## src/rtl/dff_share_arbiter.sv

```systemverilog
// dff_share_arbiter
// Round-robin scheduler in front of a shared WIDTH-bit register. One winner
// per grant window is loaded into q and acknowledged with a one-cycle gnt.
// Every grant is followed by a single GAP edge. During that edge req is
// ignored, so a requester that is still high in its grant cycle is not
// served twice.

module dff_share_arbiter #(
   parameter int N_REQ = 4,
   parameter int WIDTH = 8,
   parameter int IDX_W = $clog2(N_REQ)
) (
   input  logic                   clk,
   input  logic                   rst,
   input  logic [N_REQ-1:0]       req,
   input  logic [N_REQ*WIDTH-1:0] wdata,
   output logic [N_REQ-1:0]       gnt,
   output logic [WIDTH-1:0]       q,
   output logic                   q_valid,
   output logic [IDX_W-1:0]       owner,
   output logic                   busy
);

   localparam int unsigned NR = unsigned'(N_REQ);

   typedef enum logic {
      S_IDLE = 1'b0,
      S_GAP  = 1'b1
   } state_t;

   state_t            r_state;
   state_t            w_state_nxt;

   logic [IDX_W-1:0]  r_ptr;
   logic [IDX_W-1:0]  w_ptr_nxt;

   logic [N_REQ-1:0]  r_gnt;
   logic [N_REQ-1:0]  w_gnt_nxt;
   logic [WIDTH-1:0]  r_q;
   logic [WIDTH-1:0]  w_q_nxt;
   logic              r_q_valid;
   logic              w_q_valid_nxt;
   logic [IDX_W-1:0]  r_owner;
   logic [IDX_W-1:0]  w_owner_nxt;
   logic              r_busy;
   logic              w_busy_nxt;

   logic              w_found;
   logic [IDX_W-1:0]  w_win;
   logic              w_grant;
   logic [WIDTH-1:0]  w_win_data;

   // Round-robin search: the first requester found at or after r_ptr, with wrap-around
   always_comb begin
      w_found = 1'b0;
      w_win   = '0;
      for (int unsigned k = 0; k < NR; k++) begin
         int unsigned idx;
         idx = (int'(r_ptr) + k) % NR;
         if (!w_found && req[idx[IDX_W-1:0]]) begin
            w_found = 1'b1;
            w_win   = idx[IDX_W-1:0];
         end
      end
   end

   // A grant happens only on an IDLE edge that has at least one request
   always_comb begin
      w_grant = (r_state == S_IDLE) && w_found;
   end

   // Select the winner's data word from the packed wdata bus
   always_comb begin
      w_win_data = '0;
      for (int unsigned k = 0; k < NR; k++) begin
         if (k[IDX_W-1:0] == w_win) begin
            w_win_data = wdata[k*WIDTH +: WIDTH];
         end
      end
   end

   // State register
   always_ff @(posedge clk or posedge rst) begin
      if (rst) begin
         r_state <= S_IDLE;
      end else begin
         r_state <= w_state_nxt;
      end
   end

   // Next-state logic: IDLE -> GAP on a grant, and GAP always returns to IDLE
   always_comb begin
      w_state_nxt = r_state;
      case (r_state)
         S_IDLE:  w_state_nxt = w_grant ? S_GAP : S_IDLE;
         S_GAP:   w_state_nxt = S_IDLE;
         default: w_state_nxt = S_IDLE;
      endcase
   end

   // Output/datapath next values: gnt and q_valid are pulses; q, owner and ptr hold unless granted
   always_comb begin
      w_gnt_nxt     = '0;
      w_q_valid_nxt = 1'b0;
      w_q_nxt       = r_q;
      w_owner_nxt   = r_owner;
      w_ptr_nxt     = r_ptr;
      w_busy_nxt    = (w_state_nxt == S_GAP);
      if (w_grant) begin
         for (int unsigned k = 0; k < NR; k++) begin
            w_gnt_nxt[k] = (k[IDX_W-1:0] == w_win);
         end
         w_q_valid_nxt = 1'b1;
         w_q_nxt       = w_win_data;
         w_owner_nxt   = w_win;
         w_ptr_nxt     = (w_win == IDX_W'(N_REQ - 1)) ? '0 : w_win + 1'b1;
      end
   end

   // Registered outputs, shared register and priority pointer
   always_ff @(posedge clk or posedge rst) begin
      if (rst) begin
         r_gnt     <= '0;
         r_q       <= '0;
         r_q_valid <= 1'b0;
         r_owner   <= '0;
         r_busy    <= 1'b0;
         r_ptr     <= '0;
      end else begin
         r_gnt     <= w_gnt_nxt;
         r_q       <= w_q_nxt;
         r_q_valid <= w_q_valid_nxt;
         r_owner   <= w_owner_nxt;
         r_busy    <= w_busy_nxt;
         r_ptr     <= w_ptr_nxt;
      end
   end

   assign gnt     = r_gnt;
   assign q       = r_q;
   assign q_valid = r_q_valid;
   assign owner   = r_owner;
   assign busy    = r_busy;

endmodule

```

## config.mk

```make
export PLATFORM = sky130hd
export DESIGN_NAME = dff_share_arbiter
export DESIGN_NICKNAME = d
export VERILOG_FILES = /design/src/rtl/dff_share_arbiter.sv
export SDC_FILE = /design/constraint.sdc
export NUM_CORES = 1
export LEC_CHECK = 0
export CAP_MARGIN = 20
export CELL_PAD_IN_SITES_DETAIL_PLACEMENT = 1
export CELL_PAD_IN_SITES_GLOBAL_PLACEMENT = 1
export CORE_MARGIN = 2
export CORE_UTILIZATION = 25
export DETAILED_ROUTE_END_ITERATION = 12
export PLACE_DENSITY_LB_ADDON = 0.1
export SETUP_SLACK_MARGIN = 0.5
export SYNTH_ARGS = -nofsm -noshare
export SYNTH_HDL_FRONTEND = slang
export SYNTH_SLANG_ARGS = --single-unit
```

## constraint.sdc

```tcl
create_clock -name clk -period 3.2 [get_ports clk]
set_clock_uncertainty 0.2 [all_clocks]
set_input_delay 0.64 -clock clk [delete_from_list [all_inputs] [get_ports clk]]
set_output_delay 0.64 -clock clk [all_outputs]
set_load 0.01 [all_outputs]
```

==> impl_metrics.json <==
{
  "status": "finished clean",
  "setup_violations": 0,
  "ys.flop_type": "dfrtp_1",
  "relSlewSlack": 0.513,
  "yosys_warnings": 0,
  "start_util": 0.256,
  "ys_async_sr_fraction": 1.00,
  "syn_to_final_growth_pct": 66.7,
  "r2r-start": "r_ptr[1]$_DFFE_PP0N_",
  "post_dp_cell_area_um2": 1670,
  "grt_setup_unrepaired": "no",
  "io_pins": 54,
  "vias": 1077,
  "ant_nets": 0,
  "ys_types": 31,
  "final_cell_area_um2": 1830,
  "drc": 0,
  "hold_path_depth": 2,
  "min_to": "owner[1]$_DFFE_PP0N_",
  "critPathKind": "input pin to flip-flop",
  "fp.dieH_um": 70.3,
  "dpl.hpwl_um": 2720,
  "fin_cells": 216,
  "irDropWorstVdd_v": 0.000254,
  "min_from": "owner[1]$_DFFE_PP0N_",
  "required_ns": 3.18,
  "core_area_um2": 4290,
  "rr_endpoint": "q[6]$_DFFE_PP0N_",
  "r2r_slack_ns": 0.82,
  "antenna_found_initial": 0,
  "min_period_over_period": 0.788,
  "netlist_area_um2": 1100,
  "hp-class": "flip-flop to flip-flop",
  "drive_above_1_share": 0.171,
  "via_per_inst": 4.99,
  "place_inst": 209,
  "portBuffers": 53,
  "grt_max_degree": 19,
  "clk_pin_slew_ns": 0.07,
  "cts_hold_buf": 0,
  "avgSynthCellArea_um2": 10.1,
  "slew_viol_final": 0,
  "dieArea_um2": 4940,
  "hold_viol_final": 0,
  "crit_fanout": 9,
  "numCtsBuffers": 3,
  "synth_edf_count": 0,
  "grt_overflow": 0,
  "yosys_register_bits": 18,
  "insertion_delay_ns": 0.25,
  "period_minus_slack_ns": 2.52,
  "h-tree-depth": 1,
  "cts_tree": "done",
  "dieWidth_um": 70.3,
  "seq_area_frac_synth": 0.410,
  "worst_setup_path_start_kind": "input pin",
  "totalWireLength_um": 3780,
  "power_leakage_uw": 0.000744,
  "first_iter_violations": 44,
  "diodes": 0,
  "worst_ep_arrival_time_ns": 2.50,
  "grt_usage": 0.164,
  "syn_inst": 109,
  "tightest_slew_ns": 0.730,
  "drt-pass1-iter-count": 4,
  "wl_per_cell_um": 17.5,
  "rows": 24,
  "grt_pass1_wl_um": 6350,
  "fmax_mhz": 396,
  "gp_congestion": 0.782,
  "final_net_count": 207,
  "clock_sinks": 18,
  "grt_pass1_vias": 1197,
  "syn-num-nets": 151,
  "p_per_area_nw_per_um2": 743,
  "maxCapViolations": 0,
  "r2r_cells": 9,
  "cts_buffer_depth": 2,
  "clock-root-buffer": "clkbuf_8",
  "crit_path_end_kind": "flip-flop"
}
==> synth_stat cells, drive strengths merged (2+ instances only) <==
master	n	area [um^2]
buf	6	42.5
nor2	5	21.3
ha	4	50.1
a211oi	8	60.1
o21ai	2	10.0
nand2b	2	12.5
a2bb2oi	8	70.1
clkbuf	3	11.3
inv	10	37.5
nand3b	8	60.1
a21oi	10	50.1
and2	4	25.0
a221o	8	80.1
dfrtp	18	450
==> final cells by class <==
| class | instances | area (um^2) |
|---|---|---|
| Clock buffer | 4 | 55.1 |
| Fill cell | 480 | 2460 |
| Inverter | 10 | 37.5 |
| Multi-Input combinational cell | 72 | 642 |
| Sequential cell | 18 | 450 |
| Tap cell | 52 | 65.1 |
| Timing Repair Buffer | 60 | 579 |
==> worst max-delay path by stage <==
stage / cells after the start / end / from / slack, ns
after global placement: 8 / q[0]$_DFFE_PP0N_ / req[2] / 0.07
after CTS: 7 / q[0]$_DFFE_PP0N_ / req[0] / 0.51
after floorplan: 8 / q[0]$_DFFE_PP0N_ / req[2] / 0.76
final: 10 / q[6]$_DFFE_PP0N_ / req[2] / 0.68
after detailed placement: 8 / q[0]$_DFFE_PP0N_ / req[0] / -0.13
after global routing: 10 / q[6]$_DFFE_PP0N_ / req[2] / 0.59
==> per-stage QoR <==
| stage | setup WS (ns) | hold slack [ns] | power (uW) | util | TNS, ns |
|---|---|---|---|---|---|
| after floorplan | 0.755 | 0.308 | 785 | - | 0 |
| after global placement | 0.0707 | 0.327 | 1060 | 0.389 | 0 |
| after detailed placement | -0.128 | 0.319 | 1080 | 0.389 | -0.545 |
| after CTS | 0.506 | 0.335 | 1340 | 0.416 | 0 |
| after global routing | 0.588 | 0.363 | 1460 | 0.426 | 0 |
| final | 0.678 | 0.326 | 1360 | 0.426 | 0 |
==> layout by cell type, fill, tap and decap left out, types with 2 or more instances in the layout <==
cell	instances
clkdlybuf4s50_1	49
dfrtp_1	18
inv_1	9
a21oi_1	9
a211oi_1	8
nand3b_1	8
a221o_1	8
a2bb2oi_1	8
buf_4	6
and2_1	4
ha_4	4
clkbuf_8	4
nor2_2	3
nor2_1	2
nand2b_1	2
o21ai_0	2
dlymetal6s2s_1	2
==> critical path, cell delays in order <==
cell	delay, ns
clkbuf_2	0.16
nor2b_1	0.22
a311oi_2	0.08
or2_4	0.30
ha_4	0.20
buf_2	0.16
buf_4	0.14
nand3b_1	0.15
a221o_1	0.31
a2bb2oi_1	0.14
==> registers in the layout, indices dropped and copies added, names as in the netlist <==
signal	flops
r_ptr	2
q	8
busy	1
q_valid	1
gnt	4
owner	2
==> metal layers <==
layer | share of wire | up-vias | global-route usage
met5 | 0 | - | 0
met4 | 0.0064 | 0 | 0.0513
met3 | 0.047 | 2 | 0.0303
met2 | 0.52 | 32 | 0.283
met1 | 0.43 | 525 | 0.206
li1 | - | 518 | -
==> timing repair <==
item,4_1_cts,5_1_grt
gates resized for setup,14,10
buffers inserted,0,3
endpoints found under the hold margin,0,0
pin swaps,1,2
endpoints found under the setup margin,8,8
==> power breakdown <==
group / internal, uW / switching [uW] / leakage (uW) / total [uW]
combinational: 446 / 329 / 0.000498 / 774
clock: 109 / 80.3 / 0.0000288 / 190
sequential: 321 / 73.3 / 0.000217 / 394
==> cell families (layout without fill, tap and decap cells) <==
family,count (synthesis),after routing,share of synthesized area
AO/OA/AOI/OAI,41,41,0.285
adder cells (fa/ha/maj),4,4,0.0456
buffers and inverters,19,74,0.0832
flip-flops,18,18,0.410
multiplexers,2,2,0.0228
AND/OR/NAND/NOR,25,25,0.153
No activity file was read; power rests on OpenSTA's default activity.
